### config.mk
export PLATFORM = sky130hd
export DESIGN_NAME = scan_bus_bridge
export DESIGN_NICKNAME = d
export VERILOG_FILES = /design/src/rtl/scan_bridge_pkg.sv /design/src/rtl/scan_sync.sv /design/src/rtl/scan_bus_bridge.sv
export SDC_FILE = /design/constraint.sdc
export NUM_CORES = 1
export LEC_CHECK = 0
export ABC_AREA = 0
export BUFFER_PORTS_ARGS = -buffer_cell sky130_fd_sc_hd__buf_4
export CAP_MARGIN = 25
export CORE_UTILIZATION = 46
export CTS_CLUSTER_DIAMETER = 50
export DETAILED_ROUTE_END_ITERATION = 8
export GPL_ROUTABILITY_DRIVEN = 0
export GPL_TIMING_DRIVEN = 0
export PLACE_DENSITY = 0.85
export SETUP_SLACK_MARGIN = 0.05
export SYNTH_ARGS = -nofsm -noshare
export SYNTH_HDL_FRONTEND = slang
export SYNTH_HIERARCHICAL = 1
export SYNTH_SLANG_ARGS = --single-unit
### constraint.sdc
create_clock -name clk -period 2 [get_ports clk]
set_clock_uncertainty 0.05 [all_clocks]
set_input_delay 0.2 -clock clk [delete_from_list [all_inputs] [get_ports clk]]
set_output_delay 0.2 -clock clk [all_outputs]
set_load 0.02 [all_outputs]
### src/rtl/scan_bridge_pkg.sv
// Shared widths, defaults and FSM encoding for the scan-chain to register-bus bridge.
package scan_bridge_pkg;

  localparam int unsigned ADDR_W             = 20;
  localparam int unsigned DATA_W             = 32;
  localparam int unsigned TIMEOUT_CYCLES_DEF = 12;

  typedef enum logic [1:0] {
    StIdle  = 2'd0,
    StIssue = 2'd1,
    StDone  = 2'd2
  } bridge_state_e;

endpackage

### src/rtl/scan_sync.sv
// Multi-flop synchronizer for a single asynchronous level, async active-low reset.
module scan_sync #(
  parameter int unsigned SYNC_STAGES = 2
) (
  input  logic clk,
  input  logic rst_n,
  input  logic i_d,
  output logic o_q
);

  logic [SYNC_STAGES-1:0] r_sync;

  always_ff @(posedge clk or negedge rst_n) begin
    if (!rst_n) begin
      r_sync <= '0;
    end else begin
      r_sync[0] <= i_d;
      for (int i = 1; i < SYNC_STAGES; i++) begin
        r_sync[i] <= r_sync[i-1];
      end
    end
  end

  assign o_q = r_sync[SYNC_STAGES-1];

endmodule

### src/rtl/scan_bus_bridge.sv
// Turns each toggle of the scan-side request token into one register-bus transaction
// using the statically scan-loaded cfg fields, and reports completion, read data and errors.
module scan_bus_bridge
  import scan_bridge_pkg::*;
#(
  parameter int unsigned TIMEOUT_CYCLES = TIMEOUT_CYCLES_DEF,
  parameter int unsigned SYNC_STAGES    = 2
) (
  input  logic              clk,
  input  logic              rst_n,
  input  logic              i_scan_id,
  input  logic              i_cfg_wen,
  input  logic              i_cfg_ren,
  input  logic [ADDR_W-1:0] i_cfg_addr,
  input  logic [DATA_W-1:0] i_cfg_wdata,
  output logic              o_bus_req,
  output logic              o_bus_we,
  output logic [ADDR_W-1:0] o_bus_addr,
  output logic [DATA_W-1:0] o_bus_wdata,
  input  logic              i_bus_ack,
  input  logic [DATA_W-1:0] i_bus_rdata,
  output logic [DATA_W-1:0] o_rsp_rdata,
  output logic              o_rsp_ready,
  output logic              o_err,
  output logic              o_busy
);

  localparam int unsigned CntW = ($clog2(TIMEOUT_CYCLES + 1) > 4) ?
                                 $clog2(TIMEOUT_CYCLES + 1) : 4;
  localparam int unsigned ArmW = $clog2(SYNC_STAGES + 2);
  localparam logic [ArmW-1:0] ArmDone = ArmW'(SYNC_STAGES + 1);
  localparam logic [CntW-1:0] CntLast = CntW'(TIMEOUT_CYCLES - 1);

  bridge_state_e r_state, w_state_nxt;

  logic              w_sync_id;
  logic              r_id_prev;
  logic [ArmW-1:0]   r_arm_cnt;
  logic              w_armed;
  logic              w_toggle;
  logic              w_valid_cmd;
  logic              w_timeout;
  logic              w_accept;
  logic              w_ack_hit;
  logic              w_to_hit;
  logic [CntW-1:0]   r_wait_cnt;
  logic              r_bus_we;
  logic [ADDR_W-1:0] r_bus_addr;
  logic [DATA_W-1:0] r_bus_wdata;
  logic [DATA_W-1:0] r_rsp_rdata;
  logic              r_rsp_ready;
  logic              r_err;

  scan_sync #(
    .SYNC_STAGES(SYNC_STAGES)
  ) u_scan_sync (
    .clk  (clk),
    .rst_n(rst_n),
    .i_d  (i_scan_id),
    .o_q  (w_sync_id)
  );

  // Edge detection stays masked until the synchronizer and edge flop have
  // flushed the post-reset zeros, so a high token at release is not a request.
  always_ff @(posedge clk or negedge rst_n) begin
    if (!rst_n) begin
      r_id_prev <= 1'b0;
      r_arm_cnt <= '0;
    end else begin
      r_id_prev <= w_sync_id;
      if (!w_armed) begin
        r_arm_cnt <= r_arm_cnt + ArmW'(1);
      end
    end
  end

  assign w_armed     = (r_arm_cnt == ArmDone);
  assign w_toggle    = w_armed & (w_sync_id ^ r_id_prev);
  assign w_valid_cmd = i_cfg_wen | i_cfg_ren;
  assign w_timeout   = (r_wait_cnt == CntLast);

  always_ff @(posedge clk or negedge rst_n) begin
    if (!rst_n) begin
      r_state <= StIdle;
    end else begin
      r_state <= w_state_nxt;
    end
  end

  always_comb begin
    w_state_nxt = r_state;
    unique case (r_state)
      StIdle: begin
        if (w_toggle) begin
          w_state_nxt = w_valid_cmd ? StIssue : StDone;
        end
      end
      StIssue: begin
        if (i_bus_ack || w_timeout) begin
          w_state_nxt = StDone;
        end
      end
      StDone:  w_state_nxt = StIdle;
      default: w_state_nxt = StIdle;
    endcase
  end

  always_comb begin
    o_bus_req = 1'b0;
    o_busy    = 1'b1;
    w_accept  = 1'b0;
    w_ack_hit = 1'b0;
    w_to_hit  = 1'b0;
    unique case (r_state)
      StIdle: begin
        o_busy   = 1'b0;
        w_accept = w_toggle;
      end
      StIssue: begin
        o_bus_req = 1'b1;
        w_ack_hit = i_bus_ack;
        // Ack wins over a timeout landing in the same cycle.
        w_to_hit  = ~i_bus_ack & w_timeout;
      end
      default: ;
    endcase
  end

  always_ff @(posedge clk or negedge rst_n) begin
    if (!rst_n) begin
      r_wait_cnt  <= '0;
      r_bus_we    <= 1'b0;
      r_bus_addr  <= '0;
      r_bus_wdata <= '0;
      r_rsp_rdata <= '0;
      r_rsp_ready <= 1'b0;
      r_err       <= 1'b0;
    end else if (w_accept) begin
      r_wait_cnt  <= '0;
      r_bus_we    <= i_cfg_wen;
      r_bus_addr  <= i_cfg_addr;
      r_bus_wdata <= i_cfg_wdata;
      r_rsp_ready <= 1'b0;
      r_err       <= ~w_valid_cmd;
    end else begin
      if (r_state == StIssue) begin
        r_wait_cnt <= r_wait_cnt + CntW'(1);
      end
      if (w_ack_hit) begin
        r_rsp_ready <= 1'b1;
        if (!r_bus_we) begin
          r_rsp_rdata <= i_bus_rdata;
        end
      end
      if (w_to_hit) begin
        r_err <= 1'b1;
      end
    end
  end

  assign o_bus_we    = r_bus_we;
  assign o_bus_addr  = r_bus_addr;
  assign o_bus_wdata = r_bus_wdata;
  assign o_rsp_rdata = r_rsp_rdata;
  assign o_rsp_ready = r_rsp_ready;
  assign o_err       = r_err;

endmodule

==> impl_metrics.csv <==
group,metric,value,unit
sta,slew_headroom,0.7222,
clock_network,cts.sinks,98,
route,firstDrtPassIters,4,
logic_synthesis,synth_xor_area_frac,0.006915,
job,drv_cap,0,
route,finalWirelength,8276,µm
finish,area_delta_synth_final,45.18,%
finish,antenna_cells,0,
grt,antenna_found_initial,0,
clock_network,cts_tree,"yes",
grt,grt_pass1_wl,13030,µm
logic_synthesis,synth_compound_area_frac,0.01350,
placement,port_buffers,178,
clock_network,clk_path_buf_depth,2,
logic_synthesis,synth_fa_ha_area_frac,0.006585,
sta,finalCriticalPeriod,1.776,ns
worst_setup_path,cp-end-kind,"flop",
route,drc,0,
finish,fin_util,0.7030,
worst_setup_path,path_cells,"ha_1 > and3_1 > buf_6 > buf_6 > buf_8 > mux2_4",
logic_synthesis,ys_seq_area_frac,0.6454,
placement,place_hpwl,6163,µm
clock_network,post_cts_buffers,0,
power,total_power,9.225,mW
placement,placed_cells,513,
floorplanning,pin_count,179,
sta,fin_setup_tns,0,ns
clock_network,postCtsHoldBufs,3,
logic_synthesis,synthSimpleGateAreaFrac,0.02535,
worst_setup_path,worstSetupPathType,"reg -> reg",
power,p_per_area,1672,nW/µm²
grt,grt_pass1_vias,2706,
worst_setup_path,worst-path-max-fanout,10,
worst_setup_path,worstPathRequired,2.18,ns
worst_setup_path,cp-start-kind,"flop",
sta,clock.fmax,0.5629,GHz
logic_synthesis,ys_types,27,
sta,rsz0062_at_grt,"no",
logic_synthesis,syn_area_per_cell,16.38,µm²
route,wl_per_cell,15.56,µm
grt,grt_util_all_layers,0.1960,
sta,slew_violations,0,
logic_synthesis,synth_top_family_by_area,"multiplexers",
floorplanning,die_h,92.89,µm
clock_network,cts.clk_slew.worst_paths,0.10,ns
sta,hold_viol,0,
logic_synthesis,synth.net_count,324,
sta,tightest_slew,0.4167,ns
worst_setup_path,cp_slowest_cell,"dfrtp_1",
floorplanning,core_area,7848,µm²
floorplanning,initial_core_util,0.4842,
logic_synthesis,muxShareOfSynthArea,0.2713,
floorplanning,row_count,32,
route,drt_iter0_markers,54,
worst_setup_path,crit_top_cell,"buf_6",
power,leakagePower,2.695,nW
clock_network,cts_made_buffers,9,
grt,grt-ovfl-total,0,
sta,setup_viol,0,
route,vias,2608,
clock_network,htreeDepth,3,
sta,post-route-period-util,0.8882,
grt,grt_max_degree,68,
floorplanning,die_area,8629,µm²
worst_setup_path,cpPeakStageDelay,0.39,ns
finish,fill_cells,566,
power,max-vdd-ir-drop,0.7312,mV
floorplanning,die_x,92.89,µm
logic_synthesis,ys.warnings.count,6,
finish,layout.nets,517,
run_status,status,"finished clean",
logic_synthesis,syn_area,3800,µm²
hold_path,holdCritPathClass,"in -> reg",
logic_synthesis,ys_seq_elements,98,
clock_network,insertion_delay,0.34,ns
finish,final_layout_size_suffix_gt1_frac,0.6767,
clock_network,cts_resized,0,
logic_synthesis,synth_cells,232,
clock_network,clockRootBuffer,"clkbuf_8",
worst_setup_path,worstPathArrival,1.96,ns
route,via_per_inst,4.902,
route,ant_nets,0,
finish,instances_no_fill,532,
-- metal layers --
| metal | global-route usage | up-vias | wire, µm |
|---|---|---|---|
| li1 | - | 1191 | - |
| met1 | 0.2365 | 1309 | 3328 |
| met2 | 0.3511 | 98 | 4396 |
| met3 | 0.03284 | 10 | 434 |
| met4 | 0.07051 | 0 | 116 |
| met5 | 0 | - | 0 |
-- logic make-up (layout without fill, tap and decap cells) --
group,count (synthesis),after routing
simple gates,17,17
fa+ha+maj,2,2
buf+inv,16,214
flops,98,98
mux,87,87
compound gates,9,9
xor+xnor,3,3
-- where the power goes --
part / switching [mW] / internal [mW] / total (mW) / leakage, nW
Sequential: 0.501 / 2.92 / 3.42 / 1.16
Clock: 0.661 / 0.581 / 1.24 / 0.0925
Combinational: 2.22 / 2.34 / 4.56 / 1.44
-- critical path: cells and delay by family, from the launching register on --
family,cells,cell delay [ns]
flip-flops,1,0.39
adder cells (fa/ha/maj),1,0.26
buffers and inverters,3,0.45
AND/OR/NAND/NOR,1,0.20
multiplexers,1,0.31
-- sequential cells by signal (all words and copies together) (netlist names) --
name and flops:
o_bus_wdata 32, o_rsp_rdata 32, o_bus_addr 20, r_wait_cnt 4, r_arm_cnt 2, r_state 2, u_scan_sync/r_sync 2, o_bus_we 1
o_err 1, o_rsp_ready 1, r_id_prev 1
-- cell usage after synthesis (all sizes together) --
cell type   n  area (µm²)
xor2        2       17.52
nor2        3       11.26
o22ai       1       6.260
and3        1       6.260
ha          2       25.02
and3b       1       8.760
nand3       2       10.01
nor3        3       26.28
mux2i       1       10.01
inv         5       18.77
nand2b      2       12.51
or3         1       6.260
a21o        1       7.510
dfrtp      98        2452
o21ai       4       20.02
a21oi       1       5.000
mux2       86        1021
xnor2       1       8.760
buf        11       98.83
a31oi       2       12.51
nand2       4       15.01
-- placed cells by master (no fill, tap or decap), types with 3 or more instances in the layout --
cell type        n
inv_1            5
dlygate4sd3_1    3
clkbuf_8         9
mux2_4          14
buf_4          184
buf_6            3
dfrtp_1         98
nand2_1          4
nor2_1           3
o21ai_0          4
mux2_2          71
-- path summary, 6_finish.rpt --
check | startpoint | end | slack [ns] | depth (start not counted)
max in group asynchronous | rst_n | r_arm_cnt[1]$_DFFE_PN0P_ | 0.95 | 3
worst max register to register | r_arm_cnt[0]$_DFFE_PN0P_ | o_bus_wdata[4]$_DFFE_PN0P_ | 0.22 | 6
worst max-delay path | r_arm_cnt[0]$_DFFE_PN0P_ | o_bus_wdata[4]$_DFFE_PN0P_ | 0.22 | 6
worst min-delay path | i_bus_rdata[27] | o_rsp_rdata[27]$_DFFE_PN0P_ | 0.02 | 2
worst min register to register | u_scan_sync/r_sync[0]$_DFF_PN0_ | u_scan_sync/r_sync[1]$_DFF_PN0_ | 0.30 | 0
min in group asynchronous | rst_n | o_rsp_rdata[27]$_DFFE_PN0P_ | 0.27 | 2
-- metrics by stage --
stage | cell area [µm²] | hold WS, ns | worst slack (ns)
after global placement | 5264 | 0.2590 | 0.2813
after global routing | 5517 | 0.008145 | 0.1043
after CTS | 5517 | 0.004823 | 0.2195
final | 5517 | 0.02368 | 0.2235
after detailed placement | 5291 | 0.1122 | 0.2513
after floorplan | 3800 | -0.1456 | 0.3681
-- area by class of cell --
type | count | area (µm²) | area share
buffer | 11 | 98.84 | 0.01792
clock buffer | 10 | 127.6 | 0.02313
clock inverter | 6 | 67.56 | 0.01225
inverter | 5 | 18.77 | 0.003402
multi-input combinational | 118 | 1230 | 0.2230
sequential | 98 | 2452 | 0.4445
tap | 102 | 127.6 | 0.02313
timing repair buffer | 182 | 1394 | 0.2527
(Power assumes the default switching activity.)
